<file path="config.mk">
export PLATFORM = sky130hd
export DESIGN_NAME = denise_collision
export DESIGN_NICKNAME = d
export VERILOG_FILES = /design/src/rtl/denise_collision_pkg.sv /design/src/rtl/denise_collision_match.sv /design/src/rtl/denise_collision.sv
export SDC_FILE = /design/constraint.sdc
export NUM_CORES = 1
export LEC_CHECK = 0
export BUFFER_PORTS_ARGS = -buffer_cell sky130_fd_sc_hd__clkbuf_2
export CAP_MARGIN = 30
export CORE_ASPECT_RATIO = 2
export CORE_UTILIZATION = 39
export CTS_CLUSTER_DIAMETER = 30
export DETAILED_ROUTE_END_ITERATION = 7
export GPL_TIMING_DRIVEN = 0
export PLACE_DENSITY = 0.65
export REMOVE_ABC_BUFFERS = 1
export SYNTH_ARGS = -nofsm -noshare
export SYNTH_HDL_FRONTEND = slang
export SYNTH_SLANG_ARGS = --single-unit
</file>
<file path="constraint.sdc">
create_clock -name clk -period 1.5 [get_ports clk]
set_input_delay 0 -clock clk [delete_from_list [all_inputs] [get_ports clk]]
set_output_delay 0 -clock clk [all_outputs]
set_load 0.02 [all_outputs]
</file>
<file path="src/rtl/denise_collision_pkg.sv">
// Shared definitions for the Denise sprite/bitplane collision block.
// Holds the custom-register addresses, the layout of the collision
// hit vector (CLXDAT bits 14:0) and the decoded collision-control record.
package denise_collision_pkg;

  // Custom register byte addresses (bit 0 is never presented on the bus).
  localparam logic [8:0] CLXDAT_ADDR  = 9'h00E;
  localparam logic [8:0] CLXCON_ADDR  = 9'h098;
  localparam logic [8:0] CLXCON2_ADDR = 9'h10E;

  // Hit vector layout.
  localparam int HIT_W      = 15;
  localparam int H_ODD_EVEN = 0;   // odd planes vs even planes
  localparam int H_ODD_G0   = 1;   // odd planes vs sprite groups 0..3 -> 1..4
  localparam int H_EVEN_G0  = 5;   // even planes vs sprite groups 0..3 -> 5..8
  localparam int H_G0_G1    = 9;
  localparam int H_G0_G2    = 10;
  localparam int H_G0_G3    = 11;
  localparam int H_G1_G2    = 12;
  localparam int H_G1_G3    = 13;
  localparam int H_G2_G3    = 14;

  typedef logic [HIT_W-1:0] hit_t;

  // Decoded collision control: CLXCON plus the AGA planes 7/8 from CLXCON2.
  typedef struct packed {
    logic [3:0] ensp;  // ensp[k] enables odd sprite 2k+1 into group k
    logic [8:1] enbp;  // plane participates in its odd/even match
    logic [8:1] mvbp;  // value the plane must hold to match
  } clx_cfg_t;

endpackage

</file>
<file path="src/rtl/denise_collision_match.sv">
// Combinational collision detector for one pixel.
//   cfg_i      : decoded collision control
//   bpldata_i  : serial bitplane bits 8..1 of the current pixel
//   nsprite_i  : per-sprite non-transparent flags
//   window_i   : pixel lies inside the display window
//   hit_o      : 15-bit collision vector, all zero outside the window
module denise_collision_match
  import denise_collision_pkg::*;
(
  input  clx_cfg_t   cfg_i,
  input  logic [8:1] bpldata_i,
  input  logic [7:0] nsprite_i,
  input  logic       window_i,
  output hit_t       hit_o
);

  logic [8:1] match;
  logic       odd;
  logic       even;
  logic [3:0] grp;
  hit_t       raw;

  always_comb begin
    for (int i = 1; i <= 8; i++) begin
      match[i] = !cfg_i.enbp[i] || (bpldata_i[i] == cfg_i.mvbp[i]);
    end
    odd  = match[1] & match[3] & match[5] & match[7];
    even = match[2] & match[4] & match[6] & match[8];

    // Even sprite always counts; its odd partner only when enabled.
    for (int k = 0; k < 4; k++) begin
      grp[k] = nsprite_i[2*k] | (cfg_i.ensp[k] & nsprite_i[2*k+1]);
    end

    raw = '0;
    raw[H_ODD_EVEN] = odd & even;
    for (int k = 0; k < 4; k++) begin
      raw[H_ODD_G0 + k]  = odd  & grp[k];
      raw[H_EVEN_G0 + k] = even & grp[k];
    end
    raw[H_G0_G1] = grp[0] & grp[1];
    raw[H_G0_G2] = grp[0] & grp[2];
    raw[H_G0_G3] = grp[0] & grp[3];
    raw[H_G1_G2] = grp[1] & grp[2];
    raw[H_G1_G3] = grp[1] & grp[3];
    raw[H_G2_G3] = grp[2] & grp[3];

    hit_o = window_i ? raw : '0;
  end

endmodule

</file>
<file path="src/rtl/denise_collision.sv">
// Denise collision detection: CLXCON/CLXCON2 control registers, per-pixel
// hit evaluation, one-cycle hit pipeline and the sticky CLXDAT flags with
// clear-on-read.
//   clk, reset, clk7_en : bus clock, sync active-high reset, 7 MHz enable
//   aga                 : enables writes to CLXCON2
//   reg_address_in      : custom register address [8:1]
//   data_in             : register write data
//   bpldata, nsprite    : current pixel's bitplane bits and sprite flags
//   window              : pixel inside the display window
//   data_out            : CLXDAT read data, zero when not addressed
module denise_collision
  import denise_collision_pkg::*;
#(
  parameter logic [8:0] CLXDAT  = CLXDAT_ADDR,
  parameter logic [8:0] CLXCON  = CLXCON_ADDR,
  parameter logic [8:0] CLXCON2 = CLXCON2_ADDR
)(
  input  logic        clk,
  input  logic        reset,
  input  logic        clk7_en,
  input  logic        aga,
  input  logic [8:1]  reg_address_in,
  input  logic [15:0] data_in,
  input  logic [8:1]  bpldata,
  input  logic [7:0]  nsprite,
  input  logic        window,
  output logic [15:0] data_out
);

  logic [15:0] clxcon_q, clxcon_d;
  logic [3:0]  clxcon2_q, clxcon2_d;  // {ENBP8, ENBP7, MVBP8, MVBP7}
  hit_t        hit_p0;
  hit_t        hit_p1_q, hit_p1_d;
  hit_t        clx_q, clx_d;
  clx_cfg_t    cfg;
  logic        sel_clxdat;
  logic        sel_clxcon;
  logic        sel_clxcon2;

  assign sel_clxdat  = (reg_address_in == CLXDAT[8:1]);
  assign sel_clxcon  = (reg_address_in == CLXCON[8:1]);
  assign sel_clxcon2 = (reg_address_in == CLXCON2[8:1]);

  always_comb begin
    cfg.ensp = clxcon_q[15:12];
    cfg.enbp = {clxcon2_q[3:2], clxcon_q[11:6]};
    cfg.mvbp = {clxcon2_q[1:0], clxcon_q[5:0]};
  end

  // Stage 0: evaluate the current pixel against the registered control,
  // so a control write only affects pixels from the following cycle.
  denise_collision_match u_match (
    .cfg_i     (cfg),
    .bpldata_i (bpldata),
    .nsprite_i (nsprite),
    .window_i  (window),
    .hit_o     (hit_p0)
  );

  always_comb begin
    clxcon_d  = clxcon_q;
    clxcon2_d = clxcon2_q;
    if (sel_clxcon) begin
      clxcon_d  = data_in;
      clxcon2_d = '0;
    end else if (sel_clxcon2 && aga) begin
      clxcon2_d = {data_in[7:6], data_in[1:0]};
    end

    hit_p1_d = hit_p0;

    // Stage 1: a read reloads the flags with only the hits in flight,
    // so nothing arriving during the read is lost.
    if (sel_clxdat) begin
      clx_d = hit_p1_q;
    end else begin
      clx_d = clx_q | hit_p1_q;
    end
  end

  always_ff @(posedge clk) begin
    if (clk7_en) begin
      if (reset) begin
        clxcon_q  <= '0;
        clxcon2_q <= '0;
        hit_p1_q  <= '0;
        clx_q     <= '0;
      end else begin
        clxcon_q  <= clxcon_d;
        clxcon2_q <= clxcon2_d;
        hit_p1_q  <= hit_p1_d;
        clx_q     <= clx_d;
      end
    end
  end

  assign data_out = sel_clxdat ? {1'b1, clx_q} : 16'h0000;

endmodule

</file>
==> impl_metrics.env <==
export IMPL_status="finished clean"
export IMPL_synth_edf_count=50
export IMPL_synth_warnings=0
export IMPL_syn_inst=171
export IMPL_crit_path_end_kind="primary output"
export IMPL_maxCapViolCount=0
export IMPL_drc=0
export IMPL_cp_cell_sequence="clkbuf_2 > or3b_1 > or3_4 > inv_4 > and2_1 > clkbuf_2"
export IMPL_dr_first_iter_drc_count=35
export IMPL_tightest_slew_ns=0.7490
export IMPL_postPlaceCellArea_um2=2521
export IMPL_r2r_cells=4
export IMPL_clk_pin_slew_ns=0.08
export IMPL_vias=1429
export IMPL_finalWirelength_um=3616
export IMPL_rsz0062_at_grt="false"
export IMPL_path_max_fanout=16
export IMPL_grt_ovfl_total=0
export IMPL_clock_root_buffer="clkbuf_8"
export IMPL_worst_clock_skew_ns=0.005258
export IMPL_leakage_nw=1.102
export IMPL_r2r_end="hit_p1_q[4]"
export IMPL_cp_required_ns=1.50
export IMPL_synth_seq_cells=50
export IMPL_power_density_nw_per_um2=1020
export IMPL_nFillCells=535
export IMPL_hp_class="input pin to register"
export IMPL_grt_pass1_wl_um=6141
export IMPL_fmax_ghz=0.7427
export IMPL_path_common_cell="clkbuf_2"
export IMPL_dpl_hpwl_um=2660
export IMPL_synth_top_cell_area_share_pct=68.30
export IMPL_cts_tree="yes"
export IMPL_start_util_pct=40.56
export IMPL_n_antenna_cell=0
export IMPL_hold_viol_final=0
export IMPL_crit_type="input pin to primary output"
export IMPL_maxSlewViolCount=0
export IMPL_finalNetCount=286
export IMPL_drive_above_1_share_pct=29.88
export IMPL_ir_drop_uv=1019
export IMPL_drtPass1Iterations=4
export IMPL_cts_htree_levels=2
export IMPL_io_buffers=60
export IMPL_cts_sinks=50
export IMPL_numCtsBuffers=5
export IMPL_hold_start="data_in[12]"
export IMPL_yosysSeqAreaShare_pct=68.30
export IMPL_max_stage_delay_ns=0.43
export IMPL_crit_path_start_kind="input pin"
export IMPL_die_w_um=55.09
export IMPL_synth_async_sr_flop_share_pct=0
export IMPL_reg2reg_slack_ns=0.24
export IMPL_clock_latency_ns=0.30
export IMPL_dieArea_um2=5959
export IMPL_post_synth_most_frequent_cells="50 x edfxtp_1, 29 x nor2_1, 22 x nor2b_1"
export IMPL_reg2reg_from="clxcon2_q[0]"
export IMPL_worstPathArrival_ns=1.35
export IMPL_syn_cell_area_um2=2198
export IMPL_ant_nets=0
export IMPL_clk_path_buf_depth=2
export IMPL_ys_flop_type="edfxtp_1"
export IMPL_synth_area_top_cells="edfxtp_1 68%, nor2b_1 6.3%, nor2_1 5.0%, a21oi_1 4.3%, and2_1 4.3%"
export IMPL_syn_avg_cell_area_um2=12.86
export IMPL_holdPathStages=2
export IMPL_period_share_pct=89.76
export IMPL_pre_cts_ws_ns=-0.3792
export IMPL_period_needed_ns=1.346
export IMPL_globalplace_congestion=0.6353
export IMPL_synth_cell_types=22
export IMPL_io_pins=61
export IMPL_crit_slowest_cell="or3_4"
export IMPL_grtUsageTotal_pct=14.47
export IMPL_first_global_vias=1514
export IMPL_core_area_um2=5420
export IMPL_die_y_um=108.2
export IMPL_worstHoldEndpoint="clxcon_q[12]"
export IMPL_postLayoutCellArea_um2=2726
export IMPL_grt_max_degree=35
export IMPL_num_rows=38
export IMPL_antenna_found_initial=0
export IMPL_finalSetupViolations=0
export IMPL_relSlewSlack_pct=50.07
export IMPL_area_growth_pct=24.02
export IMPL_wl_per_cell_um=12.01
export IMPL_yosys_area_top_type="edfxtp_1"
export IMPL_setup_ws_ns=0.1536
export IMPL_synth_most_common_cell="edfxtp_1"
export IMPL_via_per_inst=4.748
-- registers in the layout, indices dropped and copies added (netlist names) --
| name | flops |
|---|---|
| clx_q | 15 |
| clxcon_q | 16 |
| hit_p1_q | 15 |
| clxcon2_q | 4 |
-- final cells by class --
class | count | area (µm²) | area share, %
sequential | 50 | 1501 | 55.07
multi-input combinational | 113 | 645.6 | 23.68
timing repair buffer | 70 | 395.4 | 14.50
tap | 60 | 75.07 | 2.754
clock buffer | 5 | 68.82 | 2.524
clock inverter | 2 | 33.78 | 1.239
inverter | 1 | 6.256 | 0.2295
-- layout by cell type, fill, tap and decap left out, drive strengths merged --
| cell | synthesis | routed |
|---|---|---|
| a21o | 1 | 1 |
| a21oi | 19 | 19 |
| a22oi | 4 | 4 |
| and2 | 15 | 15 |
| buf | 4 | 2 |
| bufinv | 0 | 1 |
| clkbuf | 3 | 65 |
| clkinv | 1 | 1 |
| dlygate4sd3 | 0 | 8 |
| edfxtp | 50 | 50 |
| inv | 0 | 1 |
| nand2 | 4 | 4 |
| nand2b | 2 | 2 |
| nand3 | 1 | 1 |
| nand4bb | 1 | 1 |
| nor2 | 29 | 29 |
| nor2b | 22 | 22 |
| nor3b | 1 | 1 |
| nor4b | 1 | 1 |
| o21a | 2 | 2 |
| or2 | 1 | 1 |
| or3 | 1 | 1 |
| or3b | 1 | 1 |
| xor2 | 8 | 8 |
-- metal layers --
layer	wire [µm]	vias up	global-route usage, %
met5	0	-	0
met3	170	7	3.376
met1	1209	645	12.97
met4	75	0	5.893
met2	2160	43	27.97
li1	-	734	-
-- timing repair --
action,4_1_cts,5_1_grt
hold buffers,8,0
setup endpoints to repair,32,10
endpoints found under the hold margin,8,0
gates resized for setup,2,1
buffers inserted,0,2
pin swaps,0,1
-- logic make-up after synthesis --
family          count (synthesis)  synth area share, %
compound gates                 26                6.716
xor+xnor                        8                3.187
buf+inv                         8                2.618
flops                          50                68.30
simple gates                   79                19.18
-- power by group --
part	switching (mW)	total, mW	internal, mW	leakage, nW
clock network	0.406	0.889	0.482	0.0517
logic	0.115	0.230	0.115	0.564
registers	0.0285	1.66	1.63	0.486
-- worst max-delay path by stage --
stage                                  from           end  slack (ns)  cells past startpoint
after floorplan           reg_address_in[6]   clxcon_q[0]        0.04                      3
after global placement    reg_address_in[6]  clxcon_q[13]       -0.37                      4
after detailed placement  reg_address_in[6]  clxcon_q[13]       -0.38                      4
after CTS                 reg_address_in[6]   data_out[4]        0.07                      6
after global routing      reg_address_in[8]  clxcon_q[12]        0.04                      5
final                     reg_address_in[6]   data_out[4]        0.15                      6
-- worst max-delay path: cells and delay by family --
family                 cells  cell delay [ns]
and+or+nand+nor            3             0.98
buffers and inverters      3             0.36
-- stage by stage --
step / hold slack [ns] / power [mW] / setup TNS, ns / instances / util [%]
2_1_floorplan: 0.1125 / 1.794 / 0 / 164 / -
3_3_place_gp: 0.2905 / 1.904 / -9.332 / 284 / 46.51
3_5_place_dp: 0.2973 / 1.914 / -9.759 / 284 / 46.51
4_1_cts: 0.007467 / 2.814 / 0 / 299 / 50.00
5_1_grt: 0.01733 / 2.893 / 0 / 301 / 50.30
6_report: 0.004578 / 2.781 / 0 / 301 / 50.30
Note: power is estimated with default switching activity, not from simulation.
